### src/rtl/pipeline_ctrl.sv
// Stall/flush sequencer for the 5-stage pipeline: hazard arbitration, memory wait
// states, halt drain, stall-cycle counter and data-memory timeout watchdog.
module pipeline_ctrl #(
    parameter int CNT_W       = 16,
    parameter int MEM_TIMEOUT = 255
) (
    input  logic             clk,
    input  logic             rst,
    input  logic [3:0]       ID_Rs,
    input  logic [3:0]       ID_Rt,
    input  logic             ID_uses_Rt,
    input  logic             ID_halt,
    input  logic             EX_MemRead,
    input  logic [3:0]       EX_dstReg,
    input  logic             branch_taken,
    input  logic             imem_busy,
    input  logic             dmem_busy,
    input  logic             WB_halt,
    output logic             pc_write,
    output logic             if_id_write,
    output logic             if_id_flush,
    output logic             id_ex_write,
    output logic             id_ex_bubble,
    output logic             ex_mem_write,
    output logic             mem_wb_write,
    output logic             halted,
    output logic             mem_timeout,
    output logic [CNT_W-1:0] stall_cycles
);

    localparam logic [1:0] S_RUN       = 2'd0;
    localparam logic [1:0] S_MEM_STALL = 2'd1;
    localparam logic [1:0] S_DRAIN     = 2'd2;
    localparam logic [1:0] S_HALTED    = 2'd3;

    localparam logic [CNT_W-1:0] TMO_LIMIT = CNT_W'(MEM_TIMEOUT);

    logic [1:0]       state;
    logic [1:0]       state_nxt;
    logic [CNT_W-1:0] busy_cnt;
    logic             lu_haz;

    assign lu_haz = EX_MemRead && (EX_dstReg != 4'd0) &&
                    ((ID_Rs == EX_dstReg) || (ID_uses_Rt && (ID_Rt == EX_dstReg)));

    assign halted = (state == S_HALTED);

    always_comb begin
        pc_write     = 1'b1;
        if_id_write  = 1'b1;
        if_id_flush  = 1'b0;
        id_ex_write  = 1'b1;
        id_ex_bubble = 1'b0;
        ex_mem_write = 1'b1;
        mem_wb_write = 1'b1;
        state_nxt    = state;

        if (!rst) begin
            if (state == S_HALTED) begin
                pc_write     = 1'b0;
                if_id_write  = 1'b0;
                id_ex_write  = 1'b0;
                ex_mem_write = 1'b0;
                mem_wb_write = 1'b0;
            end else begin
                // A released memory stall behaves exactly like RUN this cycle
                if (state == S_MEM_STALL) begin
                    state_nxt = S_RUN;
                end

                if (dmem_busy) begin
                    pc_write     = 1'b0;
                    if_id_write  = 1'b0;
                    id_ex_write  = 1'b0;
                    ex_mem_write = 1'b0;
                    mem_wb_write = 1'b0;
                    if (state != S_DRAIN) begin
                        state_nxt = S_MEM_STALL;
                    end
                end else if (branch_taken) begin
                    if_id_flush  = 1'b1;
                    id_ex_bubble = 1'b1;
                end else if (lu_haz) begin
                    pc_write     = 1'b0;
                    if_id_write  = 1'b0;
                    id_ex_bubble = 1'b1;
                end else if (imem_busy) begin
                    pc_write    = 1'b0;
                    if_id_flush = 1'b1;
                end else if (ID_halt && (state != S_DRAIN)) begin
                    pc_write    = 1'b0;
                    if_id_flush = 1'b1;
                    state_nxt   = S_DRAIN;
                end

                if (state == S_DRAIN) begin
                    if (!dmem_busy) begin
                        pc_write    = 1'b0;
                        if_id_flush = 1'b1;
                    end
                    if (WB_halt) begin
                        state_nxt = S_HALTED;
                    end
                end
            end
        end
    end

    always_ff @(posedge clk) begin
        if (rst) begin
            state        <= S_RUN;
            busy_cnt     <= '0;
            mem_timeout  <= 1'b0;
            stall_cycles <= '0;
        end else begin
            state <= state_nxt;

            // Counts consecutive busy edges, including the one that enters the stall
            if ((state != S_HALTED) && dmem_busy) begin
                if (busy_cnt != TMO_LIMIT) begin
                    busy_cnt <= busy_cnt + 1'b1;
                end
                if (busy_cnt >= TMO_LIMIT - 1'b1) begin
                    mem_timeout <= 1'b1;
                end
            end else begin
                busy_cnt <= '0;
            end

            if (((state == S_RUN) || (state == S_MEM_STALL)) && !pc_write &&
                (stall_cycles != '1)) begin
                stall_cycles <= stall_cycles + 1'b1;
            end
        end
    end

endmodule

### config.mk
export PLATFORM = sky130hd
export DESIGN_NAME = pipeline_ctrl
export DESIGN_NICKNAME = d
export VERILOG_FILES = /design/src/rtl/pipeline_ctrl.sv
export SDC_FILE = /design/constraint.sdc
export NUM_CORES = 1
export LEC_CHECK = 0
export CELL_PAD_IN_SITES_DETAIL_PLACEMENT = 0
export CELL_PAD_IN_SITES_GLOBAL_PLACEMENT = 1
export CORE_ASPECT_RATIO = 0.9
export CORE_MARGIN = 2
export CORE_UTILIZATION = 39
export DETAILED_ROUTE_END_ITERATION = 16
export GPL_TIMING_DRIVEN = 0
export HOLD_SLACK_MARGIN = 0.05
export PLACE_DENSITY = 0.82
export SYNTH_ARGS = -nofsm -noshare
export SYNTH_HDL_FRONTEND = slang
export SYNTH_SLANG_ARGS = --single-unit
### constraint.sdc
create_clock -name clk -period 3.4 [get_ports clk]
set_clock_uncertainty 0.1 [all_clocks]
set_input_delay 1.02 -clock clk [delete_from_list [all_inputs] [get_ports clk]]
set_output_delay 1.02 -clock clk [all_outputs]
set_load 0.02 [all_outputs]
* Word level (Yosys, flattened, before mapping) *
Cells that the tools add are included.

storage, ports and cells
  input bits = 21
  output and inout bits = 25
  logic and storage cells = 71
  flip-flop bits (word level) = 35

cells by class
  bitwise logic cells = 1
  eq/ne operators = 9
  order comparisons = 1
  reduce and logical (&&, ||, !) cells = 14
  add/subtract/negate cells = 2
  mux-type cells = 40

operator list
  operator                                              count
  adder 16 x 1 -> 16 bit, second input constant         2
  two-way mux 1 bit                                     31
  two-way mux 2 bit                                     9
  >= comparator 16 x 8 -> 1 bit, second input constant  1
  != test 16 bit, second input constant                 1
  != test 16 x 8 -> 1 bit, second input constant        1
  == test 4 bit                                         2
  logical AND 1 bit                                     7
  == test 2 bit, second input constant                  2
  != test 2 bit, second input constant                  2
  nonzero test 4 bit                                    1
  == test 2 x 1 -> 1 bit, second input constant         1
  zero test 2 bit                                       1
  logical OR 1 bit                                      2
  AND reduction 2 bit                                   1
  OR reduction 2 bit                                    1
  zero test 1 bit                                       1
  inverter 1 bit                                        1

* Longest topological paths before layout *
  depth after elaboration = 14
  gate-level depth with buffers = 8
  mapped depth without buffers = 7

* Least setup slack after synthesis *
No wires, ideal clock.

  kind = input to output
  start point = input EX_dstReg[3]
  end point = output id_ex_bubble
  path buffers = 0
  arrival time = 2,186 ps
  path slack = 94 ps
  data required time = 2,280 ps
  stages = 5
  path through = xnor2_1 -> nand3_1 -> o21ai_0 -> a21oi_1 -> nor4_1

on the way
  word-level cells in the longest chain between the ends = 9
  elaborated cells on any way between the ends = 12
  classes of those cells = 2 x eq/ne; 5 x mux; 5 x reduce/logical

ends and longest elaborated chain
  element                line  text
  start: declaration     14    input logic [3:0] EX_dstReg,
  == test 4 bit          44    ((ID_Rs == EX_dstReg) || (ID_uses_Rt && (ID_Rt == EX_dstReg)));
  logical AND 1 bit      44
  logical OR 1 bit       44
  logical AND 1 bit (*)  43    assign lu_haz = EX_MemRead && (EX_dstReg != 4'd0) &&
  two-way mux 1 bit (*)  83    end else if (lu_haz) begin
  two-way mux 1 bit (*)  80    end else if (branch_taken) begin
  two-way mux 1 bit (*)  71    if (dmem_busy) begin
  two-way mux 1 bit (*)  59    if (state == S_HALTED) begin
  two-way mux 1 bit (*)  58    if (!rst) begin
  end: declaration       23    output logic id_ex_bubble,

Every way passes the cells marked *; elsewhere a longest branch is shown, timed or not.

* Worst setup path in the final report *
  start point = input EX_dstReg[2]
  end point = output if_id_flush

on the way
  word-level cells in the longest chain between the ends = 11
  elaborated cells on any way between the ends = 14
  classes of those cells = 2 x eq/ne; 7 x mux; 5 x reduce/logical

ends and longest elaborated chain
  element                line  text
  == test 4 bit          44
  logical AND 1 bit      44
  logical OR 1 bit       44
  logical AND 1 bit (*)  43
  two-way mux 1 bit (*)  83
  two-way mux 1 bit (*)  80
  two-way mux 1 bit (*)  71
  two-way mux 1 bit      97    if (!dmem_busy) begin
  two-way mux 1 bit (*)  96    if (state == S_DRAIN) begin
  two-way mux 1 bit (*)  59
  two-way mux 1 bit (*)  58
  end: declaration       21    output logic if_id_flush,

Marks and branches as above.

==> results.md <==
* Leading area contributor after synthesis: dfxtp_1
* Root Buffer: clkbuf_8
* Io pins at 46
* CP Data Required Time at 2.28 ns
* Levels on crit path at 7
* Net Switching at 231 uW
* Initial DRC Count at 109
* Fin worst setup slack at 0.0271 ns
* Gr usage total at 17.3%
* Post-Synth Simple-Gate Area at 28.8%
* Crit. End Element: output pin
* Place WS at -0.884 ns
* WL/cell at 12.9 um
* Post-Synth XOR/XNOR Area at 9.45%
* IO buf count at 45
* Flop pwr share at 49.7%
* Ys Warns at 0
* Fin crit share at 99.2%
* Initial antenna violation count at 0
* Inserted Diodes at 0
* Critical path class: in -> out
* Synth Area in Adders at 2.02%
* RSZ-0062 raised after global routing: true
* Total grt overflow at 0
* Compound-Gate Fraction of Synth Area at 16.1%
* Clock buffer depth at 2
* TritonCTS clock tree: done
* Worst skew pair latency at 0.28 ns
* Max frequency at 296 MHz
* Async set or reset register ratio after synthesis at 0%
* Netlist cell types at 46
* Setup TNS at 0 ns
* Comb power frac at 17.0%
* Routed WL at 4420 um
* R2R depth at 7
* Row cnt at 23
* Final hold violations at 0
* DR DRC count at 0
* Layout cells sized above 1 at 19.6%
* Final setup violation count at 0
* Total number of vias at 1813
* LEAKAGE at 0.000916 uW
* Vias in the first global route at 1661
* Antenna Violating Nets Remaining at 0
* Initial Utilization at 41.0%
* Largest net degree at the start of global routing at 11
* Most common cell on crit path: buf_6
* Placed inst area at 0.00238 sq mm
* H-tree levels at 2
* Hold slack at 0.373 ns
* Power share of the clock group at 33.2%
* Status: finished, final reports clean
* Syn Nets at 244
* Crit path max fanout at 3
* Synthesized area at 0.00185 sq mm
* Vias per cell at 5.30
* Syn Area/Cell at 8.43 sq um
* Largest family of logic cells by synthesized area: simple AND/OR/NAND/NOR gates
* Synth top area share at 37.8%
* Final instance area at 0.00255 sq mm
* DIE AREA at 0.00532 sq mm
* Reg2reg start: busy_cnt[1]$_SDFFE_PP0P_
* Number of synthesized flops with an enable pin at 0
* CP peak stage delay at 0.47 ns
* Die W at 76.7 um
* CP max stage cell: o41a_1
* First-pass GRT wire length at 7580 um
* Crit path launch type: input pin
* Post-Syn Instances at 220
* Worst path arrival time at 2.25 ns
* Maxcap violations at 0
* Sequential area share after synthesis at 37.8%
* R2r endpoint: busy_cnt[13]$_SDFFE_PP0P_
* Crit path from: EX_dstReg[2]
* Delay-heaviest family, CP: compound AO/OA/AOI/OAI gates
* Core area at 0.00452 sq mm
* Power Dens Cells at 342 mW/mm^2
* Critical Path Sink: if_id_flush
* Mux contribution to synthesized area at 2.43%
* Commonest cells after routing, fill and taps aside: 35 x dfxtp_1, 28 x nor2_1, 21 x clkdlybuf4s50_1
* Clock slew at reported path FFs at 0.06 ns
* Peak VDD IR at 223 uV
* Die Height at 69.4 um
* Clock Sink Count at 35
* Final nets at 303
* Synth Flop Type: dfxtp_1
* Period minus WS final at 3.37 ns
* CTS Buf Count at 5
* Least-Margin Pin Slew at 0.732 ns
* Final Max Tran Viols at 0
* Area Growth Syn to Fin at 37.5%
* Sw Share at 26.6%
* Post-DP HPWL at 3270 um
* Internal Power at 640 uW
* Buffers & Inverters on Critical Path at 3
* #FFs+latches synth at 35
* Commonest non-fill, non-tap cell in the layout: dfxtp_1
* # hold bufs at CTS at 0
* Internal reg-to-reg setup slack at 1.11 ns
* Max-slew headroom at 50.5%
* Hold Crit Class: reg -> reg
* RePlAce Congestion at 0.821
* First drt pass iteration count at 4
* Crit path cell chain: buf_6, o41a_1, buf_6, and2_4, nor2_2, o311a_1, buf_6
* Synth top area cells: dfxtp_1 38%, xnor2_1 6.1%, nor2_1 6.1%
## per-layer routing
layer  share of wire, %  global-route usage [%]  routed length (um)  vias to the layer above
met2                 44                    26.2                1960                       46
met3                4.7                    4.30                 208                        8
li1                   -                       -                   -                      924
met5                  0                       0                   0                        -
met1                 50                    24.0                2190                      835
met4                1.4                    5.45                  61                        0
## cell families after synthesis
group | Yosys count
xor+xnor | 20
mux | 4
simple gates | 103
buf+inv | 11
compound gates | 44
fa+ha+maj | 3
flops | 35
## metrics by stage
| step | cells | power [uW] | utilization [%] |
|---|---|---|---|
| after CTS | 341 | 868 | 54.8 |
| after detailed placement | 327 | 581 | 52.7 |
| final | 342 | 871 | 56.4 |
| after global routing | 342 | 914 | 56.4 |
| after global placement | 327 | 579 | 52.7 |
| after floorplan | 220 | 513 | - |
## area by class of cell
cell class	count	area (sq um)
clock inverters	1	5.00
inverters	2	7.51
flip-flops and latches	35	701
multi-input cells	174	1170
well taps	62	77.6
repair buffers	52	450
fillers	457	1970
clock buffers	7	76.3
plain buffers	9	60.1
## sequential cells by signal, summed over array words and instances, names as in the netlist
name / count
busy_cnt: 16
mem_timeout: 1
stall_cycles: 16
state: 2
## power groups by stage
stage	Sequential [uW]	Clock, uW	Combinational, uW
detailed placement	442	0	138
floorplan	449	0	64.4
global placement	443	0	136
finish	433	290	148
CTS	433	299	136
global route	435	319	160
## worst min-delay path by stage
stage / to / slack, ns / depth (start not counted) / from
2_1_floorplan: busy_cnt[2]$_SDFFE_PP0P_ / 0.38 / 1 / busy_cnt[2]$_SDFFE_PP0P_
3_3_place_gp: mem_timeout$_SDFFE_PP0P_ / 0.36 / 1 / mem_timeout$_SDFFE_PP0P_
3_5_place_dp: mem_timeout$_SDFFE_PP0P_ / 0.37 / 1 / mem_timeout$_SDFFE_PP0P_
4_1_cts: mem_timeout$_SDFFE_PP0P_ / 0.39 / 1 / mem_timeout$_SDFFE_PP0P_
5_1_grt: mem_timeout$_SDFFE_PP0P_ / 0.40 / 1 / mem_timeout$_SDFFE_PP0P_
6_report: mem_timeout$_SDFFE_PP0P_ / 0.37 / 1 / mem_timeout$_SDFFE_PP0P_
## Yosys cell counts, types with 4 or more instances
cell and instances:
dfxtp_1 35, and3_1 6, or3_1 7, xnor2_1 13
nor4_1 4, xor2_1 7, a21oi_1 10, o21ai_0 8
nand2_1 17, clkbuf_1 5, nand3_1 16, nand4_1 5
o21ai_1 4, nor2_1 30
## repair_timing
item	in CTS	in global routing
setup endpoints to repair	7	4
cloned	0	0
gates resized for setup	73	23
setup buffers	6	1
pin swaps	20	14
## worst register-to-register path: cells and delay by family, from the launching register on
family | cells | cell delay [ns]
adders and majority gates | 1 | 0.23
and+or+nand+nor | 5 | 1.33
DFF | 1 | 0.35
xor gates and xnor gates | 1 | 0.17
No activity file was read; power rests on OpenSTA's default activity.
